`src/rtl/btn_cmd_scheduler.sv`:
```
// Turns debounced button presses into a ready/valid command stream.
// Directional buttons auto-repeat while held; center issues a single select.
module btn_cmd_scheduler #(
    parameter int HOLD_DELAY    = 50000000,
    parameter int REPEAT_PERIOD = 10000000
) (
    input  logic       clk,
    input  logic       rst,
    input  logic [4:0] btn_calm,
    output logic       cmd_valid,
    input  logic       cmd_ready,
    output logic [2:0] cmd_code,
    output logic       cmd_repeat
);

    typedef enum logic [1:0] {IDLE, ISSUE, HOLD, REPEAT} state_t;

    localparam logic [2:0]  SEL_CENTER = 3'd4;
    localparam logic [25:0] HOLD_LAST  = 26'(HOLD_DELAY - 1);
    localparam logic [25:0] REP_LAST   = 26'(REPEAT_PERIOD - 1);

    state_t      state, state_n;
    logic [4:0]  prev;
    logic [4:0]  pend;
    logic [25:0] cnt, cnt_n;
    logic [2:0]  sel, sel_n;
    logic        rep, rep_n;
    logic [2:0]  pick;
    logic [4:0]  rise;
    logic [4:0]  clr;
    logic [25:0] limit;
    logic        hs;

    assign rise       = btn_calm & ~prev;
    assign cmd_valid  = (state == ISSUE);
    assign cmd_code   = cmd_valid ? (sel + 3'd1) : 3'd0;
    assign cmd_repeat = rep;
    assign hs         = cmd_valid & cmd_ready;
    assign limit      = (state == HOLD) ? HOLD_LAST : REP_LAST;

    // Only fresh presses consume their pending bit; repeats leave pend alone.
    assign clr = (hs && !rep) ? (5'd1 << sel) : 5'd0;

    // Pending priority: center, up, down, left, right.
    always_comb begin
        pick = 3'd0;
        if (pend[4])
            pick = 3'd4;
        else if (pend[0])
            pick = 3'd0;
        else if (pend[1])
            pick = 3'd1;
        else if (pend[2])
            pick = 3'd2;
        else if (pend[3])
            pick = 3'd3;
    end

    always_comb begin
        state_n = state;
        sel_n   = sel;
        rep_n   = rep;
        cnt_n   = cnt;
        case (state)
            IDLE: begin
                if (pend != 5'd0) begin
                    sel_n   = pick;
                    rep_n   = 1'b0;
                    state_n = ISSUE;
                end
            end
            ISSUE: begin
                if (cmd_ready) begin
                    if (sel == SEL_CENTER || !btn_calm[sel]) begin
                        state_n = IDLE;
                    end else begin
                        cnt_n   = 26'd0;
                        state_n = rep ? REPEAT : HOLD;
                    end
                end
            end
            HOLD, REPEAT: begin
                cnt_n = cnt + 26'd1;
                // A new press outranks continuing the current repeat.
                if (!btn_calm[sel]) begin
                    state_n = IDLE;
                end else if (pend != 5'd0) begin
                    state_n = IDLE;
                end else if (cnt == limit) begin
                    state_n = ISSUE;
                    rep_n   = 1'b1;
                end
            end
            default: state_n = IDLE;
        endcase
    end

    always_ff @(posedge clk) begin
        prev <= btn_calm;
        if (rst) begin
            state <= IDLE;
            pend  <= 5'd0;
            cnt   <= 26'd0;
            sel   <= 3'd0;
            rep   <= 1'b0;
        end else begin
            state <= state_n;
            pend  <= (pend & ~clr) | rise;
            cnt   <= cnt_n;
            sel   <= sel_n;
            rep   <= rep_n;
        end
    end

endmodule
```
`config.mk`:
```
export PLATFORM = sky130hd
export DESIGN_NAME = btn_cmd_scheduler
export DESIGN_NICKNAME = d
export VERILOG_FILES = /design/src/rtl/btn_cmd_scheduler.sv
export SDC_FILE = /design/constraint.sdc
export NUM_CORES = 1
export LEC_CHECK = 0
export BUFFER_PORTS_ARGS = -buffer_cell sky130_fd_sc_hd__buf_4
export CORE_UTILIZATION = 60
export DETAILED_ROUTE_END_ITERATION = 10
export GPL_TIMING_DRIVEN = 0
export PLACE_DENSITY_LB_ADDON = 0.1
export SLEW_MARGIN = 30
export SYNTH_ARGS = -nofsm -noshare
export SYNTH_HDL_FRONTEND = slang
export SYNTH_SLANG_ARGS = --single-unit
```
`constraint.sdc`:
```
create_clock -name clk -period 2.69 [get_ports clk]
set_input_delay 0.1345 -clock clk [delete_from_list [all_inputs] [get_ports clk]]
set_output_delay 0.1345 -clock clk [all_outputs]
set_load 0.1 [all_outputs]
```
== After elaboration in Yosys (flattened, before gate mapping) ==
Cells that the tools add are included.

* Add/subtract/negate cells: 2
* $lt $le $gt $ge: 1
* Equal/unequal tests: 12
* Shifts and indexed selects: 1
* Mux-type cells: 26
* Bitwise gates (word level): 6
* Reductions and logical operators: 13

{| class="wikitable"
|+ Operators by type and width
! kind !! count
|-
| 2-to-1 mux 26 bit || 3
|-
| case mux 26 bit (2 select lines) || 1
|-
| adder 26 x 1 -> 26 bit (second input constant) || 1
|-
| equality test 26 bit || 1
|-
| 2-to-1 mux 2 bit || 10
|-
| AND 5 bit || 2
|-
| inequality test 2 bit (second input constant) || 5
|-
| inverter 5 bit || 2
|-
| 2-to-1 mux 1 bit || 6
|-
| 2-to-1 mux 3 bit || 2
|-
| case mux 2 bit (3 select lines) || 1
|-
| AND reduction 3 bit || 2
|-
| 2-to-1 mux 5 bit || 1
|-
| bitwise OR 5 bit || 1
|-
| AND reduction 5 bit || 1
|-
| nonzero test 5 bit || 1
|-
| left shift 1 x 3 -> 5 bit (first input constant) || 1
|-
| equality test 2 bit (second input constant) || 2
|-
| less-than comparator 3 x 4 -> 1 bit (second input constant) || 1
|-
| inequality test 4 bit (second input constant) || 1
|-
| nonzero test 2 bit || 2
|-
| adder 3 x 1 -> 3 bit (second input constant) || 1
|-
| binary-select mux 1 bit (select 3 bit) || 1
|-
| equality test 3 bit (second input constant) || 1
|-
| other kinds (10) || 11
|}

* Flip-flop bits (word level): 42
* Input port bits: 8
* Output and inout bits: 5
* Word-level logic and storage cells: 67

== Depth between registers and ports, before layout ==
Gate-level depths: netlist of the first run.

* Word-level depth: 7
* Depth in mapped cells: 9
* Depth with buffers taken out: 6

== Worst setup path before layout of the first run ==
No wires, ideal clock.

* Path type: reg2out
* From: register sel[0]
* To: output cmd_code[2]
* Arrival time: 2.107 ns
* Data required time: 2.556 ns
* Setup slack: 0.448 ns
* Cell stages (with the launch flop): 4
* Buffers on the path: 0
* Cells stage by stage: dfxtp_1 -> ha_1 -> ha_1 -> nor2_1

* Longest elaborated chain between the ends: 2

{| class="wikitable"
|+ RTL lines
! element !! RTL line !! text
|-
| from (decl) || 26 || <nowiki>logic [2:0] sel, sel_n;</nowiki>
|-
| from (signal assigned) || 110 || <nowiki>sel <= sel_n;</nowiki>
|-
| adder 3 x 1 -> 3 bit || 36 || <nowiki>assign cmd_code = cmd_valid ? (sel + 3'd1) : 3'd0;</nowiki>
|-
| 2-to-1 mux 3 bit || 36 ||
|-
| to (decl) || 12 || <nowiki>output logic [2:0] cmd_code,</nowiki>
|}

No other way between the ends.

== Worst setup path in the final report of the first run ==
* From: register sel[1]
* To: register cnt[12]

* Longest elaborated chain between the ends: 6
* Elaborated cells between the ends (all ways): 7
* Those cells by class: eq/ne (2); mux (2); reduce/logical (3)

{| class="wikitable"
|+ RTL lines
! element !! RTL line !! text
|-
| binary-select mux 1 bit (select 3 bit) || 74 || <nowiki>if (sel == SEL_CENTER || !btn_calm[sel]) begin</nowiki>
|-
| 2-to-1 mux 1 bit (implied by the code) || 74 ||
|-
| logical NOT 1 bit || -- ||
|-
| logical OR 1 bit (*) || 74 ||
|-
| inequality test 2 bit (no line) (*) || -- ||
|-
| AND reduction 3 bit (no line) (*) || -- ||
|-
| to (signal assigned) || 109 || <nowiki>cnt <= cnt_n;</nowiki>
|-
| to (decl) || 25 || <nowiki>logic [25:0] cnt, cnt_n;</nowiki>
|}

Mark *: on every way between the ends. The rest lies on a longest branch, timed or not. The select of a mux whose other input is x is not followed.
A chain may end at the register's enable or synchronous reset.

==> results of run 1 <==
==> flip-flops by register name (all words and copies together), names as in the netlist <==
signal      cells
cnt            26
pend            5
prev            5
sel             3
state           2
cmd_repeat      1
==> placed cells by master, fill, tap and decap left out, types with 6 or more instances in the layout <==
cell,Yosys,layout
a21oi_1,30,30
buf_4,2,13
dfxtp_1,42,42
dlygate4sd3_1,0,6
ha_1,6,6
inv_1,14,14
nand2_1,28,28
nand3_1,13,13
nand4_1,6,6
nor2_1,18,18
o21ai_0,12,12
o21ai_1,7,7
o31ai_1,9,9
or3_1,12,12
or4_1,10,10
==> final cells by class <==
class	instances	area, sq um
fillers	266	913
clock buffers	6	51.3
multi-input cells	201	1230
flip-flops and latches	42	841
clock inverters	2	60.1
repair buffers	17	143
plain buffers	12	65.1
well taps	46	57.6
inverters	15	56.3
==> report_power, final <==
group,switching (mW),internal (mW)
logic,0.161,0.0727
clock network,0.213,0.315
registers,0.0152,0.640
total,0.389,1.03
==> routing by layer <==
layer	GRT usage	vias up
li1	-	1036
met2	0.475	78
met5	0	-
met4	0.108	0
met3	0.0515	11
met1	0.340	958
==> synth_stat cells, drive strengths merged <==
library cell and number:
nor2 18, or3 13, nand4 7, nand3 13, mux2i 3, inv 15
o211ai 5, buf 5, a211oi 3, and4 1, a2111oi 1, o32ai 1
nor2b 2, nand4b 1, dfxtp 42, or4 10, or4b 1, clkbuf 7
a221oi 1, o2111ai 1, nand3b 1, o31a 1, o22ai 1, xnor2 1
nand2 28, xor2 2, nor4bb 1, and2 1, o21ai 19, nor4 4
a21oi 30, nand4bb 1, nand2b 5, a22oi 1, o31ai 9, or2 4
and3 1, ha 6, nor4b 1, nor3 3
==> cells by family after synthesis <==
family	count (synthesis)
flops	42
simple gates	116
xor+xnor	3
mux	3
fa+ha+maj	6
buf+inv	27
compound gates	73
==> how the worst min path moves through the flow <==
stage	endpoint	slack [ns]	cells past startpoint
3_5_place_dp	prev[3]	0.26	1
4_1_cts	state[1]	0.17	3
5_1_grt	state[1]	0.19	3
3_3_place_gp	prev[3]	0.25	1
6_report	state[1]	0.20	3
2_1_floorplan	prev[0]	0.16	0
==> per-stage QoR <==
stage	worst slack, ns	hold slack (ns)	setup TNS [ns]
2_1_floorplan	0.448	0.162	0
3_3_place_gp	-0.0751	0.255	-0.620
3_5_place_dp	-0.0966	0.256	-0.689
4_1_cts	0.0442	0.171	0
5_1_grt	0.00845	0.190	0
6_report	0.127	0.198	0
==> tightest hold or removal path, delay by kind of cell <==
kind / cells / cell delay [ns]
AO/OA/AOI/OAI: 2 / 0.25
buffers and inverters: 1 / 0.12
==> what timing repair did <==
action	4_1_cts	5_1_grt
cloned	0	0
hold buffers	6	0
setup buffers	0	0
resized for setup	1	3
endpoints found under the setup margin	10	16
pin swaps	0	0
hold endpoints to repair	8	0
==> results by group, run 1 <==
Status
  • Outcome: complete, no violations

Setup path
  • Arrival time worst endpoint: 2.82 ns
  • Crit. Startpoint: sel[1]
  • Delay-heaviest family, CP: buffers and inverters
  • Worst Path Buf+Inv: 4
  • Critical path required time: 2.94 ns
  • R2R depth: 8
  • Crit-path cells: clkbuf_1 > inv_1 > ha_1 > o22ai_2 > o31a_1 > clkbuf_1 > clkbuf_2 > nor2_1
  • Crit path capture: cnt[12]
  • Crit Path Max Fanout: 10
  • Crit path depth: 8
  • Crit Path Category: flip-flop to flip-flop
  • FF-to-FF End: cnt[12]
  • FF-to-FF setup slack: 0.13 ns
  • CP Capture Type: flip-flop
  • Slowest CP cell: clkbuf_1
  • CP startpoint kind: flip-flop
  • Worst R2R Start: sel[1]
  • Most used cell, CP: clkbuf_1
  • CP max stage delay: 0.39 ns

Synth
  • #FFs+latches synth: 42
  • Synth Area in Compound Gates: 0.206
  • Yosys cell types: 47
  • Synth Instances: 270
  • Top cell type's share of synthesized area: 0.385
  • Synth Warn #: 0
  • Largest cells by area after synthesis: dfxtp_1, a21oi_1, nand2_1, ha_1, or3_1
  • Simple-gate share of the synthesized area: 0.294
  • Multiplexer share of the synthesized area: 0.0138
  • Adder-Cell Fraction of Synth Area: 0.0344
  • Yosys top cell by area: dfxtp_1
  • Main combinational cell family by area after synthesis: simple AND/OR/NAND/NOR gates
  • Syn avg cell area: 8.08 sq um
  • Synthesized area: 2180 sq um
  • XOR/XNOR share of the synthesized area: 0.0120
  • Syn Nets: 284
  • Sequential fraction of the synthesis area: 0.385

Route
  • Routed wl met3: 268 microns
  • DR vias: 2083
  • DRT Pass-1 Iters: 5
  • Top sig layer: met4
  • WL final: 5140 microns
  • WL/cell: 15.1 microns
  • Initial DRC count: 153
  • DR DRC count: 0
  • Met2 routed WL: 2500 microns
  • Wire length on met1: 2280 microns
  • Post-DRT Antenna Nets: 0
  • Vias per std cell: 6.11

Die
  • Die area: 3880 sq um
  • Die Y-Extent: 62.3 microns
  • Initial Util: 0.639
  • Die W: 62.3 microns
  • Row count: 21
  • Core area: 3420 sq um
  • # IOs: 13

Place
  • Dpl hpwl: 3550 microns
  • Placed insts: 327
  • Routability cong.: 0.901
  • # port buffers: 11
  • Placed inst area: 2320 sq um

Power and ir drop
  • Worst IR Drop VDD: 0.000397 V
  • Leakage: 0.843 nW
  • Power consumption: 1.42 mW
  • Pwr dens: 566 nW/um^2

CTS
  • Clock tree buffer depth: 2
  • CTS tree: built
  • CTS H-tree depth: 2
  • Clk_lat worst skew: 0.36 ns
  • CTS clk-pin slew, worst paths: 0.12 ns
  • Clock root cell: clkbuf_4
  • Total CTS buffers: 5
  • Clk sink count: 42

STA
  • FMAX: 390 MHz
  • Worst Tran Pin Value: 0.811 ns
  • Setup-failing EPs final: 0
  • RSZ-0062 raised after global routing: false
  • Hold Violations, Final: 0
  • Rel. slew slack: 0.454
  • Skew final: 0.00458 ns
  • Minimum clock period: 2.56 ns
  • Slew Viols, Final: 0
  • Fin crit share: 0.953

Finish
  • Layout Utilization: 0.733
  • Layout net count: 308
  • Share of layout cells above drive strength 1: 0.122
  • Design area: 2500 sq um
  • Synthesis-to-layout area growth: 14.7%
  • Non-filler cells in the finished layout: 341
  • Antenna cells: 0

Global routing
  • Largest net degree at the start of global routing: 14
  • First-pass GRT wire length: 8510 microns
  • Tot GR Track Use: 0.276
  • Global route overflow: 0
  • Vias in the first global route: 1869
  • Initial antenna violation count: 0

Flow run
  • Max Cap Violations: 0

Worst hold path
  • HP Class: input pin to flip-flop
  • Hold_sp: cmd_ready
(Power assumes the default switching activity.)
==> run 2, diff against run 1 <==
--- a/config.mk
+++ b/config.mk
@@ -6,7 +6,7 @@
 export NUM_CORES = 1
 export LEC_CHECK = 0
 export BUFFER_PORTS_ARGS = -buffer_cell sky130_fd_sc_hd__buf_4
-export CORE_UTILIZATION = 60
+export CORE_UTILIZATION = 35
 export DETAILED_ROUTE_END_ITERATION = 10
 export GPL_TIMING_DRIVEN = 0
 export PLACE_DENSITY_LB_ADDON = 0.1
==> results by group, run 2 (synthesis results as in run 1) <==
Route
  • Initial DRC count: 102 (-33%)
  • DR vias: 2022 (-2.9%)
  • WL final: 5480 microns (+6.5%)
  • DR DRC count: 0 (unchanged)
  • Post-DRT Antenna Nets: 0 (unchanged)
  • WL/cell: 14.8 microns (-1.5%)
  • DRT Pass-1 Iters: 4 (-1)
  • Vias per std cell: 5.48 (-10%)

CTS
  • CTS tree: built
  • Clock root cell: clkbuf_8
  • Total CTS buffers: 5 (unchanged)
  • CTS clk-pin slew, worst paths: 0.08 ns (-0.04 ns)
  • CTS H-tree depth: 2 (unchanged)
  • Clock tree buffer depth: 2 (unchanged)
  • Clk sink count: 42 (unchanged)
  • Clk_lat worst skew: 0.29 ns (-0.07 ns)
  • Setup bufs post-CTS: 0 (unchanged)

STA
  • Skew final: 0.00423 ns (-0.000347 ns)
  • Fin crit share: 0.902 (-0.0511)
  • Minimum clock period: 2.43 ns (-0.138 ns)
  • Slew Viols, Final: 0 (unchanged)
  • Setup-failing EPs final: 0 (unchanged)
  • Rel. slew slack: 0.404 (-0.0503)
  • Hold Violations, Final: 0 (unchanged)
  • FMAX: 412 MHz (+5.7%)
  • Worst Tran Pin Value: 0.886 ns (+0.0748 ns)
  • Setup TNS: 0 ns (unchanged)
  • RSZ-0062 raised after global routing: false

Die
  • Die area: 6550 sq um (+69%)
  • Initial Util: 0.366 (-0.272)
  • Core area: 5960 sq um (+74%)
  • Die W: 81.0 microns (+30%)
  • Row count: 28 (+33%)
  • Die Y-Extent: 81.0 microns (+30%)
  • # IOs: 13 (unchanged)

Power and ir drop
  • Power consumption: 1.36 mW (-3.8%)
  • Comb pwr share: 0.172 (+0.007)
  • Sw frac: 0.288 (+0.0127)
  • Clock share of power: 0.348 (-0.025)
  • Internal Power: 0.971 mW (-5.5%)
  • Pwr dens: 538 nW/um^2 (-4.9%)
  • Switching power: 0.392 mW (+0.63%)
  • Leakage: 0.844 nW (+0.15%)
  • Reg power frac: 0.480 (+0.018)
  • Worst IR Drop VDD: 0.000332 V (-16%)

Setup path
  • Crit Path Max Fanout: 10 (unchanged)
  • CP Capture Type: flip-flop
  • Critical path required time: 2.92 ns (-0.02 ns)
  • Arrival time worst endpoint: 2.65 ns (-0.17 ns)
  • Crit Path Category: flip-flop to flip-flop
  • CP startpoint kind: flip-flop

Global routing
  • Tot GR Track Use: 0.184 (-0.0921)
  • Vias in the first global route: 1892 (+1.2%)
  • Initial antenna violation count: 0 (unchanged)
  • First-pass GRT wire length: 9150 microns (+7.5%)
  • Largest net degree at the start of global routing: 13 (-1)
  • Global route overflow: 0 (unchanged)

Finish
  • Biggest register: cnt
  • Most common cell after layout, fill and taps aside: dfxtp_1
  • Largest regs: cnt x26, pend x5, prev x5
  • Synthesis-to-layout area growth: 15.9%
  • Layout Utilization: 0.425 (-0.308)
  • Antenna cells: 0 (unchanged)
  • Layout net count: 307 (-0.32%)
  • Max FFs per register: 26 (unchanged)
  • Most frequent cells in the layout: dfxtp_1, a21oi_1, nand2_1
  • Share of layout cells above drive strength 1: 0.129 (+0.00722)
  • Fillers: 618 (+130%)

Place
  • # port buffers: 11 (unchanged)
  • Routability cong.: 0.809 (-10%)
  • Dpl hpwl: 3980 microns (+12%)

Status
  • Outcome: complete, no violations

Flow run
  • Max Cap Violations: 0 (unchanged)

Worst hold path
  • HP Class: input pin to flip-flop
==> run 2: cell types whose count changed in the layout (fill, tap and decap cells not counted) <==
cell / before / now
clkbuf_8: 1 / 8
clkbuf_4: 5 / 0
bufinv_16: 2 / 0
clkbuf_1: 5 / 3
clkbuf_2: 2 / 4
dlygate4sd3_1: 6 / 5
==> run 2: power by group through the flow <==
stage / logic (mW) / clock network, mW / registers (mW)
2_1_floorplan: 0.167 / 0 / 0.664
6_report: 0.234 / 0.474 / 0.654
3_3_place_gp: 0.226 / 0 / 0.668
4_1_cts: 0.235 / 0.487 / 0.653
5_1_grt: 0.255 / 0.524 / 0.656
3_5_place_dp: 0.225 / 0 / 0.668
==> run 2: layout make-up <==
| class | count | area [sq um] | area share |
|---|---|---|---|
| buffer | 12 | 67.6 | 0.0267 |
| timing repair buffer | 16 | 133 | 0.0524 |
| inverter | 15 | 56.3 | 0.0223 |
| clock buffer | 8 | 110 | 0.0435 |
| tap | 75 | 93.8 | 0.0371 |
| sequential | 42 | 841 | 0.332 |
| multi-input combinational | 201 | 1230 | 0.486 |
==> run 2: path summary, 6_finish.rpt <==
path	from	to	slack [ns]	cells past startpoint
hold / removal	rst	sel[1]	0.07	2
setup reg to reg	sel[0]	cnt[25]	0.26	8
hold reg to reg	prev[0]	pend[0]	0.48	2
setup / recovery	sel[0]	cnt[25]	0.26	8
==> run 2: timing repair <==
action	CTS	global route
hold buffers	5	0
hold endpoints to repair	5	0
setup endpoints to repair	11	15
cloned	0	0
resized for setup	3	4
==> run 2: worst max-delay path, cell delays in order, from the launching register on <==
cell	delay [ns]
dfxtp_1	0.54
inv_1	0.12
ha_1	0.27
o22ai_2	0.31
o21ai_0	0.18
clkbuf_1	0.26
buf_2	0.27
nor3_1	0.21
mux2i_1	0.20
==> run 2: metrics by stage <==
stage	area (sq um)	instances	worst slack, ns	hold slack, ns
2_1_floorplan	2180	270	0.448	0.162
3_3_place_gp	2360	356	-0.171	0.257
3_5_place_dp	2360	356	-0.158	0.259
4_1_cts	2530	369	0.0464	0.0637
5_1_grt	2530	369	0.0521	0.0609
6_report	2530	369	0.265	0.0717
==> run 2: layer usage <==
metal	global-route usage	up-vias	part of all wire
met2	0.312	30	0.49
met5	0	-	0
li1	-	1035	-
met1	0.235	951	0.47
met3	0.0337	6	0.033
met4	0.0589	0	0.010
==> run 3, diff against run 2 <==
--- a/config.mk
+++ b/config.mk
@@ -5,11 +5,12 @@
 export SDC_FILE = /design/constraint.sdc
 export NUM_CORES = 1
 export LEC_CHECK = 0
-export BUFFER_PORTS_ARGS = -buffer_cell sky130_fd_sc_hd__buf_4
+export ABC_AREA = 1
 export CORE_UTILIZATION = 35
 export DETAILED_ROUTE_END_ITERATION = 10
+export DONT_BUFFER_PORTS = 1
 export GPL_TIMING_DRIVEN = 0
-export PLACE_DENSITY_LB_ADDON = 0.1
+export PLACE_DENSITY = 0.55
 export SLEW_MARGIN = 30
 export SYNTH_ARGS = -nofsm -noshare
 export SYNTH_HDL_FRONTEND = slang
==> results by group, run 3 <==
Die
  • Core area: 7210 sq um (+21%)
  • Die area: 7770 sq um (+19%)
  • # IOs: 13 (unchanged)
  • Die Y-Extent: 88.2 microns (+8.9%)
  • Initial Util: 0.360 (-0.00617)
  • Die W: 88.2 microns (+8.9%)
  • Row count: 31 (+11%)

Route
  • WL final: 6850 microns (+25%)
  • DR DRC count: 0 (unchanged)
  • WL/cell: 13.4 microns (-9.8%)
  • Post-DRT Antenna Nets: 0 (unchanged)
  • Initial DRC count: 190 (+86%)
  • DR vias: 2585 (+28%)
  • Vias per std cell: 5.05 (-7.9%)
  • DRT Pass-1 Iters: 5 (+1)

Synth
  • Ys flop type: dfxtp_1
  • Yosys cell types: 32 (-32%)
  • Post-synth top cells: nand2_1, nand3_1, inv_1, dfxtp_1, a21oi_1
  • Count leader, synth: nand2_1
  • Syn Nets: 413 (+45%)
  • Syn avg cell area: 6.51 sq um (-19%)
  • Synth Warn #: 0 (unchanged)
  • Ys async rst share: 0 (unchanged)
  • Yosys top cell by area: dfxtp_1
  • Synth Instances: 399 (+48%)
  • Top cell type's share of synthesized area: 0.324 (-0.0618)
  • Synthesized area: 2600 sq um (+19%)
  • Sequential fraction of the synthesis area: 0.324 (-0.0618)
  • EDFF count, synth: 0 (unchanged)
  • #FFs+latches synth: 42 (unchanged)
  • Largest cells by area after synthesis: dfxtp_1, nand3_1, nand2_1, a21oi_1, inv_1

Place
  • Dpl hpwl: 5220 microns (+31%)
  • Placed insts: 498 (+40%)
  • # port buffers: 0 (-11)
  • Pre-CTS setup slack: 0.529 ns (+0.687 ns)
  • Routability cong.: 0.881 (+8.9%)

Global routing
  • Largest net degree at the start of global routing: 16 (+3)
  • Initial antenna violation count: 0 (unchanged)
  • Tot GR Track Use: 0.192 (+0.00760)
  • Vias in the first global route: 2435 (+29%)
  • Global route overflow: 0 (unchanged)
  • First-pass GRT wire length: 11600 microns (+26%)

Setup path
  • CP Capture Type: output pin
  • CP max stage delay: 0.56 ns (+0.02 ns)
  • Delay-heaviest family, CP: simple AND/OR/NAND/NOR gates
  • R2R depth: 9 (+1)
  • CP startpoint kind: flip-flop
  • Slowest CP cell: nor2_4
  • Crit path depth: 4 (-4)
  • Worst Path Buf+Inv: 2 (-1)
  • Arrival time worst endpoint: 2.33 ns (-0.32 ns)
  • FF-to-FF setup slack: 0.65 ns (+0.39 ns)
  • Crit-path cells: inv_1 > nor2_4 > inv_1 > nor2_4
  • Crit Path Category: flip-flop to output pin
  • Crit Path Max Fanout: 5 (-5)
  • Critical path required time: 2.56 ns (-0.36 ns)
  • Worst R2R Start: state[0]
  • Crit. Startpoint: state[0]

Finish
  • Most frequent cells in the layout: nand2_1, nand3_1, inv_1
  • Biggest register: cnt
  • Layout Utilization: 0.402 (-0.0224)
  • Antenna cells: 0 (unchanged)
  • Max FFs per register: 26 (unchanged)
  • Share of layout cells above drive strength 1: 0.121 (-0.00819)
  • Layout net count: 426 (+39%)
  • Non-filler cells in the finished layout: 512 (+39%)
  • Largest regs: cnt x26, pend x5, prev x5
  • Synthesis-to-layout area growth: 11.7%
  • Most common cell after layout, fill and taps aside: nand2_1

STA
  • Setup TNS: 0 ns (unchanged)
  • RSZ-0062 raised after global routing: false
  • Hold Slack: 0.0566 ns (-0.0151 ns)
  • Fin crit share: 0.918 (+0.0162)
  • Hold Violations, Final: 0 (unchanged)
  • Minimum clock period: 2.47 ns (+0.0435 ns)
  • Skew final: 0.00955 ns (+0.00532 ns)
  • Fin worst setup slack: 0.221 ns (-0.0435 ns)
  • Rel. slew slack: 0.338 (-0.0663)
  • Worst Tran Pin Value: 0.992 ns (+0.106 ns)
  • Slew Viols, Final: 0 (unchanged)
  • FMAX: 405 MHz (-1.8%)
  • Setup-failing EPs final: 0 (unchanged)

CTS
  • Clock root cell: clkbuf_8
  • CTS H-tree depth: 2 (unchanged)
  • # resized after CTS: 0 (-3)
  • Hold buffer count at CTS: 6 (+1)
  • CTS clk-pin slew, worst paths: 0.09 ns (about the same)
  • Clk_lat worst skew: 0.30 ns (about the same)
  • Clock tree buffer depth: 2 (unchanged)
  • Setup bufs post-CTS: 0 (unchanged)
  • Clk sink count: 42 (unchanged)
  • CTS tree: built
  • Total CTS buffers: 5 (unchanged)

Power and ir drop
  • Clock share of power: 0.308 (-0.040)
  • Comb pwr share: 0.211 (+0.039)
  • Sw frac: 0.371 (+0.0839)
  • Worst IR Drop VDD: 0.000385 V (+16%)
  • Switching power: 0.536 mW (+37%)
  • Internal Power: 0.907 mW (-6.5%)
  • Leakage: 1.11 nW (+32%)
  • Reg power frac: 0.481 (about the same)
  • Pwr dens: 497 nW/um^2 (-7.6%)

Worst hold path
  • Hold_sp: btn_calm[2]
  • HP Class: input pin to flip-flop
  • Min-Delay Path Depth: 3 (+1)

Status
  • Outcome: complete, no violations

Flow run
  • Max Cap Violations: 0 (unchanged)
## run 3: logic make-up (layout without fill, tap and decap cells)
group                      after synthesis  in the layout  synth area share
AOI/OAI and AO/OA                       53             53             0.113
xor gates and xnor gates                 3              3            0.0101
DFF                                     42             42             0.324
buffers and inverters                   61             75            0.0968
and+or+nand+nor                        234            234             0.428
adders and majority gates                6              6            0.0289
## run 3: path summary, 6_finish.rpt
| check | end |
|---|---|
| max | cmd_code[2] |
| min | pend[2] |
| max reg2reg | state[0] |
| min reg2reg | pend[1] |
## run 3: per-layer routing
metal,wire (microns),up-vias,track usage
met5,0,-,0
met4,48,0,0.0411
met3,264,5,0.0339
met2,3130,44,0.311
met1,3410,1207,0.265
li1,-,1329,-
## run 3: area by class of cell
class,count,area (sq um)
Multi-Input combinational cell,296,1530
Buffer,14,75.1
Sequential cell,42,841
Clock inverter,3,23.8
Fill cell,814,4310
Inverter,47,176
Clock buffer,5,68.8
Timing Repair Buffer,6,60.1
Tap cell,99,124
## run 3: through the flow
| step | cell area, sq um | power [mW] |
|---|---|---|
| final | 2900 | 1.44 |
| after global routing | 2900 | 1.51 |
| after CTS | 2900 | 1.46 |
| after detailed placement | 2750 | 1.01 |
| after global placement | 2720 | 0.991 |
| after floorplan | 2600 | 0.940 |
## run 3: power by group through the flow
stage	combinational, mW	clock [mW]	sequential, mW
finish	0.305	0.444	0.695
global route	0.335	0.477	0.699
CTS	0.308	0.461	0.695
detailed placement	0.301	0	0.709
global placement	0.283	0	0.708
floorplan	0.239	0	0.701
## run 3: worst reg2reg max path, stage by stage (launching register included)
cell and delay (ns):
dfxtp_1 0.45, inv_1 0.13, nor2_4 0.55, inv_1 0.34, nor2_1 0.17, nor2_1 0.06
nand2_1 0.09, nand2_1 0.05, nand2_1 0.06, nor2_1 0.04
